--- config.mk ---
export PLATFORM = sky130hd
export DESIGN_NAME = instr_fetch_unit
export DESIGN_NICKNAME = d
export VERILOG_FILES = /design/src/rtl/instr_fetch_unit_pkg.sv /design/src/rtl/instr_fetch_unit_fetch_pc_reg.sv /design/src/rtl/instr_fetch_unit.sv
export SDC_FILE = /design/constraint.sdc
export NUM_CORES = 1
export LEC_CHECK = 0
export ABC_CLOCK_PERIOD_IN_PS = 7400
export BUFFER_PORTS_ARGS = -buffer_cell sky130_fd_sc_hd__buf_4
export CORE_ASPECT_RATIO = 0.7
export CORE_MARGIN = 5
export CORE_UTILIZATION = 59
export CTS_BUF_LIST = sky130_fd_sc_hd__clkbuf_8
export DETAILED_ROUTE_END_ITERATION = 8
export GPL_TIMING_DRIVEN = 0
export PLACE_DENSITY = 0.95
export SKIP_CTS_REPAIR_TIMING = 1
export SLEW_MARGIN = 20
export SYNTH_ARGS = -nofsm -noshare
export SYNTH_HDL_FRONTEND = slang
export SYNTH_HIERARCHICAL = 1
export SYNTH_SLANG_ARGS = --single-unit
--- constraint.sdc ---
create_clock -name i_clk -period 7.4 [get_ports i_clk]
set_input_delay 0.74 -clock i_clk [delete_from_list [all_inputs] [get_ports i_clk]]
set_output_delay 0.74 -clock i_clk [all_outputs]
set_load 0.01 [all_outputs]
--- src/rtl/instr_fetch_unit_pkg.sv ---
// Shared fetch-stage definitions: NOP encoding, FSM state codes, PC-select codes, XLEN default.
package instr_fetch_unit_pkg;

  localparam int unsigned XLEN_DEFAULT = 32;
  localparam logic [31:0] NOP_INSTR    = 32'h0000_0013;

  typedef enum logic [1:0] {
    ST_FETCH   = 2'd0,
    ST_HOLD    = 2'd1,
    ST_DISCARD = 2'd2,
    ST_FAULT   = 2'd3
  } fetch_state_e;

  typedef enum logic [1:0] {
    PC_HOLD  = 2'd0,
    PC_INC   = 2'd1,
    PC_REDIR = 2'd2,
    PC_PEND  = 2'd3
  } pc_sel_e;

  function automatic logic is_aligned(input logic [1:0] low_bits);
    return low_bits == 2'b00;
  endfunction

endpackage

--- src/rtl/instr_fetch_unit_fetch_pc_reg.sv ---
// Fetch PC register with +4 increment, redirect/pending-target mux and redirect alignment check.
module fetch_pc_reg
  import instr_fetch_unit_pkg::*;
#(
  parameter int              XLEN     = XLEN_DEFAULT,
  parameter logic [XLEN-1:0] RESET_PC = '0
) (
  input  logic            i_clk,
  input  logic            i_rst,
  input  logic            i_redirect_valid,
  input  logic [XLEN-1:0] i_redirect_pc,
  input  pc_sel_e         i_pc_sel,
  input  logic            i_pend_load,
  output logic            o_redir_ok,
  output logic            o_redir_bad,
  output logic [XLEN-1:0] o_pc
);

  localparam logic [XLEN-1:0] PC_STEP = XLEN'(4);

  logic [XLEN-1:0] r_pc;
  logic [XLEN-1:0] r_pend_pc;
  logic [XLEN-1:0] w_pc_next;

  assign o_redir_ok  = i_redirect_valid &&  is_aligned(i_redirect_pc[1:0]);
  assign o_redir_bad = i_redirect_valid && !is_aligned(i_redirect_pc[1:0]);
  assign o_pc        = r_pc;

  // Increment wraps naturally at 2^XLEN.
  always_comb begin
    w_pc_next = r_pc;
    unique case (i_pc_sel)
      PC_HOLD:  w_pc_next = r_pc;
      PC_INC:   w_pc_next = r_pc + PC_STEP;
      PC_REDIR: w_pc_next = i_redirect_pc;
      PC_PEND:  w_pc_next = r_pend_pc;
      default:  w_pc_next = r_pc;
    endcase
  end

  always_ff @(posedge i_clk) begin
    if (i_rst) begin
      r_pc      <= RESET_PC;
      r_pend_pc <= RESET_PC;
    end else begin
      r_pc <= w_pc_next;
      if (i_pend_load) r_pend_pc <= i_redirect_pc;
    end
  end

endmodule

--- src/rtl/instr_fetch_unit.sv ---
// Instruction fetch stage: issues word reads over req/ack and hands instructions to decode
// over valid/ready, with branch redirects and misaligned-target fault handling.
module instr_fetch_unit
  import instr_fetch_unit_pkg::*;
#(
  parameter int              XLEN     = XLEN_DEFAULT,
  parameter logic [XLEN-1:0] RESET_PC = '0
) (
  input  logic            i_clk,
  input  logic            i_rst,
  output logic            o_imem_req,
  output logic [XLEN-1:0] o_imem_addr,
  input  logic            i_imem_ack,
  input  logic [31:0]     i_imem_rdata,
  input  logic            i_redirect_valid,
  input  logic [XLEN-1:0] i_redirect_pc,
  output logic            o_instr_valid,
  output logic [31:0]     o_instr,
  output logic [XLEN-1:0] o_instr_pc,
  input  logic            i_instr_ready,
  output logic            o_fetch_fault
);

  fetch_state_e    r_state;
  logic            r_instr_valid;
  logic [31:0]     r_instr;
  logic [XLEN-1:0] r_instr_pc;
  logic            r_fetch_fault;
  logic            r_pend_fault;

  logic            w_redir_ok;
  logic            w_redir_bad;
  logic [XLEN-1:0] w_pc;
  pc_sel_e         w_pc_sel;
  logic            w_pend_load;

  fetch_pc_reg #(
    .XLEN     (XLEN),
    .RESET_PC (RESET_PC)
  ) u_pc (
    .i_clk            (i_clk),
    .i_rst            (i_rst),
    .i_redirect_valid (i_redirect_valid),
    .i_redirect_pc    (i_redirect_pc),
    .i_pc_sel         (w_pc_sel),
    .i_pend_load      (w_pend_load),
    .o_redir_ok       (w_redir_ok),
    .o_redir_bad      (w_redir_bad),
    .o_pc             (w_pc)
  );

  // DISCARD keeps presenting the old address: the pending target lives in the pc sub-module.
  assign o_imem_req    = !i_rst && (r_state == ST_FETCH || r_state == ST_DISCARD);
  assign o_imem_addr   = w_pc;
  assign o_instr_valid = r_instr_valid;
  assign o_instr       = r_instr;
  assign o_instr_pc    = r_instr_pc;
  assign o_fetch_fault = r_fetch_fault;

  always_comb begin
    w_pc_sel    = PC_HOLD;
    w_pend_load = 1'b0;
    unique case (r_state)
      ST_FETCH: begin
        if (w_redir_ok) begin
          if (i_imem_ack) w_pc_sel = PC_REDIR;
          else            w_pend_load = 1'b1;
        end
      end
      ST_HOLD: begin
        if (w_redir_ok)                         w_pc_sel = PC_REDIR;
        else if (!w_redir_bad && i_instr_ready) w_pc_sel = PC_INC;
      end
      ST_DISCARD: begin
        w_pend_load = w_redir_ok;
        if (i_imem_ack) w_pc_sel = w_redir_ok ? PC_REDIR : PC_PEND;
      end
      ST_FAULT: begin
        if (w_redir_ok) w_pc_sel = PC_REDIR;
      end
      default: w_pc_sel = PC_HOLD;
    endcase
  end

  always_ff @(posedge i_clk) begin
    if (i_rst) begin
      r_state       <= ST_FETCH;
      r_instr_valid <= 1'b0;
      r_instr       <= NOP_INSTR;
      r_instr_pc    <= RESET_PC;
      r_fetch_fault <= 1'b0;
      r_pend_fault  <= 1'b0;
    end else begin
      // The fault flag follows the most recent redirect, even while a request drains.
      if (w_redir_ok)       r_fetch_fault <= 1'b0;
      else if (w_redir_bad) r_fetch_fault <= 1'b1;
      if (w_redir_bad)      r_instr_valid <= 1'b0;

      unique case (r_state)
        ST_FETCH: begin
          if (i_imem_ack) begin
            if (w_redir_bad) begin
              r_state <= ST_FAULT;
            end else if (!w_redir_ok) begin
              r_state       <= ST_HOLD;
              r_instr       <= i_imem_rdata;
              r_instr_pc    <= w_pc;
              r_instr_valid <= 1'b1;
            end
          end else if (i_redirect_valid) begin
            r_state      <= ST_DISCARD;
            r_pend_fault <= w_redir_bad;
          end
        end
        ST_HOLD: begin
          if (w_redir_bad) begin
            r_state <= ST_FAULT;
          end else if (w_redir_ok || i_instr_ready) begin
            r_state       <= ST_FETCH;
            r_instr_valid <= 1'b0;
          end
        end
        ST_DISCARD: begin
          if (i_redirect_valid) r_pend_fault <= w_redir_bad;
          if (i_imem_ack) begin
            r_state <= (w_redir_bad || (r_pend_fault && !w_redir_ok)) ? ST_FAULT : ST_FETCH;
          end
        end
        ST_FAULT: begin
          if (w_redir_ok) r_state <= ST_FETCH;
        end
        default: r_state <= ST_FETCH;
      endcase
    end
  end

endmodule

Word level (Yosys, flattened, before mapping). Index checks and enable logic that the tools add are counted.

Add/subtract/negate cells: 1. Eq/ne operators: 12. Multiplexer cells: 32. Bitwise logic cells: 2. Reduce and logical (&&, ||, !) cells: 20.

Operators with widths (count): case mux 32 bit (3 select lines) (1); adder 32 x 3 -> 32 bit (second input constant) (1); two-way mux 2 bit (14); case mux 2 bit (4 select lines) (2); two-way mux 1 bit (12); == test 2 bit (second input constant) (4); logical NOT 2 bit (3); inequality test 2 bit (second input constant) (3); inequality test 3 bit (second input constant) (2); case mux 1 bit (2 select lines) (3); logical AND 1 bit (5); AND reduction 5 bit (1); == test 2 x 1 -> 1 bit (second input constant) (2); logical NOT 1 bit (4); inequality test 4 bit (second input constant) (1); AND reduction 4 bit (1); logical OR 1 bit (3); inverter 1 bit (2); AND reduction 2 bit (1); nonzero test 2 bit (1); OR reduction 2 bit (1).

Register bits after elaboration: 133. Bits of input ports: 69.

Longest topological paths before layout. Gate-level depths: netlist of the first run.

Word-level depth: 10. Depth in mapped cells: 12. Mapped depth without buffers: 9.

By module. The synthesis of the first run kept the hierarchy.

By module, submodules not included: fetch_pc_reg (times used 1, cells an instance 389, area an instance 3350.7 µm², seq. area each 1281.2 µm²); instr_fetch_unit (times used 1, cells an instance 341, area an instance 2837.7 µm², seq. area each 1381.3 µm²).

Worst setup path after synthesis of the first run. OpenSTA, ideal clock, no wires.

Path kind: input -> register. Start point: input port i_redirect_pc[0]. End point: register u_pc.r_pc[11] (netlist: u_pc/o_pc[11]). Library setup time: 0.086 ns. Arrival time: 3.022 ns. Data required time: 7.314 ns. Path slack: 4.292 ns. Cell stages on the path: 11. Path buffers: 5. Cells stage by stage: nor3b_1 buf_2 clkbuf_1 nor2_1 nor2_1 clkbuf_1 or2_2 clkbuf_1 clkbuf_1 a21oi_1 a211oi_1.

Elaborated cells between the ends (all ways): 18.

RTL lines: start: declaration (line instr_fetch_unit.sv:16) `input logic [XLEN-1:0] i_redirect_pc,`; logical NOT 2 bit (*) (line instr_fetch_unit_pkg.sv:22) `return low_bits == 2'b00;`; logical AND 1 bit (*) (line instr_fetch_unit_fetch_pc_reg.sv:25) `assign o_redir_ok = i_redirect_valid && is_aligned(i_redirect_pc[1:0]);`; two-way mux 2 bit, on equally long branches (line instr_fetch_unit.sv:79, instr_fetch_unit.sv:65, instr_fetch_unit.sv:71); case mux 2 bit (4 select lines) (*) (line instr_fetch_unit.sv:63) `unique case (r_state)`; via w_pc_sel[1] (line instr_fetch_unit.sv:34) `pc_sel_e w_pc_sel;`; == test 2 bit or == test 2 x 1 -> 1 bit (tied branches) (line instr_fetch_unit_fetch_pc_reg.sv:32) `unique case (i_pc_sel)`; case mux 32 bit (3 select lines) (line instr_fetch_unit_fetch_pc_reg.sv:32); end signal: assignment (line instr_fetch_unit_fetch_pc_reg.sv:46) `r_pc <= w_pc_next;`; end: declaration (line instr_fetch_unit_fetch_pc_reg.sv:21) `logic [XLEN-1:0] r_pc;`.

Mark *: on every way through the listed nets, which the timed path passes. The rest lies on a longest branch. A chain may end at the register's enable or synchronous reset.

Worst setup path after layout of the first run.
Start point: input port i_redirect_pc[0]. End point: register u_pc.r_pc[26] (netlist: u_pc/o_pc[26]).

Elaborated cells between the ends (all ways): 18.

RTL lines: logical NOT 2 bit (*) (line instr_fetch_unit_pkg.sv:22); logical AND 1 bit (*) (line instr_fetch_unit_fetch_pc_reg.sv:25); via w_redir_ok (line instr_fetch_unit.sv:31) `logic w_redir_ok;`; two-way mux 2 bit, on equally long branches (line instr_fetch_unit.sv:79, instr_fetch_unit.sv:65, instr_fetch_unit.sv:71); case mux 2 bit (4 select lines) (*) (line instr_fetch_unit.sv:63); via w_pc_sel[1] (line instr_fetch_unit.sv:34); == test 2 bit or == test 2 x 1 -> 1 bit (tied branches) (line instr_fetch_unit_fetch_pc_reg.sv:32); case mux 32 bit (3 select lines) (line instr_fetch_unit_fetch_pc_reg.sv:32).

Marked as above.

==> results of run 1 <==
==> kinds of logic (layout without fill, tap and decap cells) <==
family	after synthesis	after routing
compound gates	234	234
xor+xnor	12	12
fa+ha+maj	1	1
buf+inv	80	278
flops	133	133
mux	53	53
simple gates	217	217
==> flip-flops by register name (all words and copies together), names as in the netlist <==
register / count
o_instr: 32
o_instr_pc: 32
u_pc/o_pc: 32
u_pc/r_pend_pc: 32
r_state: 2
o_fetch_fault: 1
o_instr_valid: 1
r_pend_fault: 1
==> synth_stat cells, drive strengths merged, types with 10 or more instances <==
cell type and instances:
dfxtp 133, a21oi 89, o21ai 86, nand3 73
nor2 60, mux2i 45, clkbuf 42, buf 28
nand2 26, nand4 13, inv 10, nor2b 10
==> final cells by class <==
| class | instances | area [um2] | share of cell area |
|---|---|---|---|
| buffer | 70 | 339 | 0.0423 |
| clock buffer | 19 | 262 | 0.0326 |
| clock inverter | 13 | 156 | 0.0195 |
| inverter | 10 | 37.5 | 0.00468 |
| multi-input combinational | 517 | 3150 | 0.393 |
| sequential | 133 | 2660 | 0.332 |
| tap | 132 | 165 | 0.0206 |
| timing repair buffer | 166 | 1250 | 0.155 |
==> cell usage in the layout, fill, tap and decap left out, drive strengths merged, types with 2 or more instances in the layout <==
cell type / instances
a2111oi: 2
a211o: 4
a211oi: 8
a21boi: 3
a21oi: 89
a221oi: 4
a311o: 2
a311oi: 4
a31oi: 5
a41oi: 2
and3: 7
and4: 3
buf: 194
bufinv: 3
clkbuf: 61
clkinv: 5
clkinvlp: 5
dfxtp: 133
inv: 10
mux2: 7
mux2i: 45
nand2: 26
nand2b: 3
nand3: 73
nand4: 13
nor2: 60
nor2b: 10
nor3: 8
nor3b: 2
nor4: 4
o21a: 5
o21ai: 86
o221ai: 2
o22ai: 2
o2bb2ai: 3
or4: 3
xnor2: 3
xor2: 9
==> critical path: cells and delay by family <==
kind	cells	cell delay, ns
simple gates	5	1.17
buf+inv	6	2.44
compound gates	2	0.28
==> through the flow <==
step                      instance area, um2  hold slack, ns   util  power [mW]  worst slack [ns]
after CTS                               8020           0.477  0.780        1.98              3.29
after floorplan                         6190           0.454      -        1.13              4.29
after global routing                    8020           0.467  0.780        2.08              2.88
final                                   8020           0.482  0.780        2.00              3.13
after detailed placement                7600           0.470  0.739        1.35              2.86
after global placement                  7600           0.451  0.739        1.34              2.90
==> per-layer routing <==
metal	up-vias	wire length, um	track usage
met5	-	0	0
met4	0	522	0.128
met3	66	2860	0.118
met2	490	8550	0.444
met1	3089	8120	0.415
li1	3038	-	-
==> power breakdown <==
| part | internal (mW) | switching (mW) | total (mW) | leakage (nW) |
|---|---|---|---|---|
| Sequential | 0.779 | 0.0899 | 0.869 | 1.08 |
| Combinational | 0.213 | 0.275 | 0.488 | 1.83 |
| Clock | 0.348 | 0.295 | 0.644 | 0.200 |
==> worst paths after layout <==
path | start | endpoint | slack [ns] | cells past startpoint
setup / recovery | i_redirect_pc[0] | u_pc/o_pc[26] | 3.13 | 13
hold / removal | o_instr[3] | o_instr[3] | 0.48 | 2
setup reg to reg | r_state[1] | u_pc/o_pc[7] | 3.99 | 10
hold reg to reg | o_instr[3] | o_instr[3] | 0.48 | 2
==> metrics.txt, run 1 <==
area leader, netlist=dfxtp_1; P&R area growth vs syn=29.6%; Post-Synth Simple-Gate Area=0.180; Lkg Pwr=around 3.1 nW; final hold viol count=0; CTS clk-pin slew, worst paths=about 0.080 ns; Die H=95.7 um; 1st-pass router iterations=5; vias in the first global route=6180; WS Path Type=primary input to flip-flop; Yosys cell types=64; Via density=between 6 and 7; Placed Instances=1028; slowest cell on the critical path=nor3b_1; total CTS buffers=17; Compound-Gate Fraction of Synth Area=0.221; CP Max Fanout=10; gr usage total=0.308; GPL Wtd Cong=0.979; clk root buf=clkbuf_8; antenna violations before repair=0; Die X=132 um; Seq/Total Area, Yosys=0.430; fin nets=~990; Relative slew margins=0.362; mux contribution to synthesized area=0.0892; HP Class=flip-flop to flip-flop; xor and xnor area share after synthesis=0.0170; clk_lat worst skew=0.45 ns; Pwr Density=250 nW/um2; I/O pins=between 150 and 200; Worst EP required=7.77 ns; CTS H-tree lvls=4; part of the cycle the worst path needs=0.578; status=completed; Startpoint Class=primary input; setup tns final=0 ns; fin crit period=4.27 ns; syn_nets=800; diodes inserted=0; Max Cap Viol=0; worst vdd ir=0.138 mV; number of remaining DRC errors=0; CP Cell Sequence=buf_4, nor3b_1, buf_2, clkbuf_1, nor2_1, nor2_1, clkbuf_1, buf_1, buf_1, nand2_1, nand2_1, o21ai_0, a21oi_1; worst-margin pin slew=0.948 ns; final setup violation count=0; Mapped Area=approximately 6200 um2; FILL cells=a little over 700; Post-synth ARST share=0; final wirelength=20.0 mm; port bufs=166; largest net degree at the start of global routing=17; Main synth FF type=dfxtp_1; Worst Path Arrival=about 4.7 ns; max incr delay on CP=0.77 ns; Max Slew Vio Count=0; skew final=0.00976 ns; Synth Instances=730; via count=between 6000 and 7000; Post-synth EDFFs=0; initial core utilization=0.602; clock buffer depth=2; Worst Setup End Kind=flip-flop; 1st-iter DRT viols=between 900 and 1000; share of the synthesized area in the top cell type=0.430; core area=10300 um2; first-pass GRT wire length=31.3 mm; Synth Area in Adders=0.00202; RSZ-0062 raised after global routing=false; WL/cell=around 19 um; syn_area_per_cell=about 8.5 um2; Final Instance Count excl. Fillers=between 1000 and 1500; Overflow after GRT=0; TritonCTS clock tree=yes; post-route antenna net violation count=0; fmax=234 MHz; Clock Sinks=between 100 and 150; synth warn=6; main combinational cell family by area after synthesis=compound AO/OA/AOI/OAI gates; largest cells by area after synthesis=dfxtp_1 43%, mux2i_1 7.3%, a21oi_1 7.2%; final HPWL from detailed placement=approximately 15 mm; proportion of layout cells with a drive suffix above 1=0.253; Yosys reg bits=133; Die ar.=12700 um2; FP Rows=31
No activity file was read; power rests on OpenSTA's default activity.
==> run 2, diff against run 1 <==
ABC_CLOCK_PERIOD_IN_PS = 4200   (was 7400)
CORE_UTILIZATION = 54   (was 59)
PLACE_DENSITY = 0.92   (was 0.95)
clock period = 4.2 ns   (was 7.4 ns; I/O delays follow)
==> metrics.txt, run 2 (synthesis results as in run 1) <==
status=completed; core area=11100 um2 (+8.3%); WL met3=2.82 mm (-1.2%); Pwr Density=447 nW/um2 (+79%); Max Cap Viol=0 (unchanged); clk_lat worst skew=0.43 ns (-0.02 ns); Overflow after GRT=0 (unchanged); number of remaining DRC errors=0 (unchanged); CTS clk-pin slew, worst paths=0.08 ns (about the same); Worst EP required=4.56 ns (-3.21 ns); RSZ-0062 raised after global routing=false; min-delay src=i_imem_rdata[4]; fmax=between 200 and 300 MHz; Met1 Routed Length=8.45 mm (+4.1%); DP Area=7630 um2 (+0.35%); HP Class=primary input to flip-flop; gr usage total=0.289 (-0.0190); worst reg-to-reg path cell count=9 (-1); 1st-iter DRT viols=855 (-8.7%); CP Max Fanout=10 (unchanged); worst setup path start=i_redirect_pc[0]; P&R area growth vs syn=30.8%; proportion of layout cells with a drive suffix above 1=0.254 (+0.00108); hold path cells=2 (unchanged); WL/cell=18.9 um (about the same); fin crit period=3.68 ns; Clock Sinks=133 (unchanged); CTS H-tree lvls=4 (unchanged); commonest non-fill, non-tap cell in the layout=buf_4; final wirelength=20.4 mm (+2.0%); Die ar.=13700 um2 (+8.4%); vias in the first global route=6132 (-0.78%); most frequent cells in the layout=167 x buf_4, 133 x dfxtp_1, 89 x a21oi_1; total CTS buffers=17 (unchanged); Worst Path Arrival=4.04 ns (-0.61 ns); worst hold margin=0.187 ns (-0.294 ns); Core Util, Final=0.727 (-0.0530); Relative slew margins=0.214 (-0.148); R2R Path End=u_pc/o_pc[7]; worst-margin pin slew=1.17 ns (+0.219 ns); GPL Wtd Cong=0.926 (-5.3%); Startpoint Class=primary input; flop2flop setup slack=0.88 ns (-3.11 ns); Worst Setup End Kind=flip-flop; routed wl met2=8.67 mm (+1.4%); clk root buf=clkbuf_8; via count=6656 (-0.40%); diodes inserted=0 (unchanged); port bufs=166 (unchanged); Hold Path Sink=o_instr[4]; first-pass GRT wire length=31.4 mm (+0.53%); post-route antenna net violation count=0 (unchanged); final setup violation count=0 (unchanged); Die X=138 um (+4.2%); Top Layer Used=met4; FP Rows=32 (+3.2%); Die H=99.6 um (+4.1%); Final Instance Count excl. Fillers=1081 (+2.0%); RR Startpoint=r_state[1]; TritonCTS clock tree=yes; 1st-pass router iterations=8 (+3); largest net degree at the start of global routing=17 (unchanged); Placed Instances=1049 (+2.0%); clock buffer depth=2 (unchanged); Max Slew Vio Count=0 (unchanged); skew final=0.0104 ns (+0.000637 ns); Lkg Pwr=3.14 nW (+0.72%); Final Cell Area=8090 um2 (+0.94%); I/O pins=168 (unchanged); fin nets=985 (unchanged); worst vdd ir=0.262 mV (+90%); final HPWL from detailed placement=14.7 mm (+1.1%); part of the cycle the worst path needs=0.876; antenna violations before repair=0 (unchanged); initial core utilization=0.556 (-0.0461); WS Path Type=primary input to flip-flop; final hold viol count=0 (unchanged); Via density=6.16 (-2.3%); FILL cells=912 (+25%)
==> run 2: cell type report <==
cell class | instances | area, um2 | share of cell area
multi-input cells | 517 | 3150 | 0.390
flip-flops and latches | 133 | 2660 | 0.329
repair buffers | 166 | 1250 | 0.154
plain buffers | 70 | 339 | 0.0419
clock buffers | 21 | 289 | 0.0357
well taps | 153 | 191 | 0.0237
clock inverters | 11 | 173 | 0.0213
inverters | 10 | 37.5 | 0.00464
==> run 2: worst max-delay path by stage <==
stage,depth (start not counted),endpoint
CTS,13,u_pc/o_pc[26]
global route,12,u_pc/o_pc[27]
finish,13,u_pc/o_pc[28]
global placement,13,u_pc/o_pc[26]
floorplan,11,u_pc/o_pc[11]
detailed placement,13,u_pc/o_pc[26]
==> run 2: power breakdown <==
part           internal, mW  switching, mW  leakage (nW)
Combinational         0.376          0.488          1.84
Sequential             1.37          0.157          1.08
Clock                 0.712          0.510         0.220
==> run 2: stage by stage <==
stage	setup TNS, ns	total power [mW]	worst slack, ns
finish	0	3.61	0.520
global route	0	3.76	0.269
CTS	0	3.60	0.387
detailed placement	-0.234	2.38	-0.0780
global placement	-0.0516	2.36	-0.0322
floorplan	0	1.99	1.41
==> run 2: layer usage <==
metal,vias to the layer above,global-route usage
li1,3030,-
met1,3116,0.405
met2,448,0.421
met3,62,0.0905
met4,0,0.0995
met5,-,0
==> run 2: worst max-delay path, stage by stage <==
cell      delay [ns]
buf_4           0.13
nor3b_2         0.50
buf_2           0.33
clkbuf_1        0.39
nor2_1          0.10
nor2_1          0.12
clkbuf_1        0.46
buf_1           0.53
buf_1           0.59
nand2_1         0.11
nand2_1         0.08
o21ai_0         0.10
a21oi_1         0.17
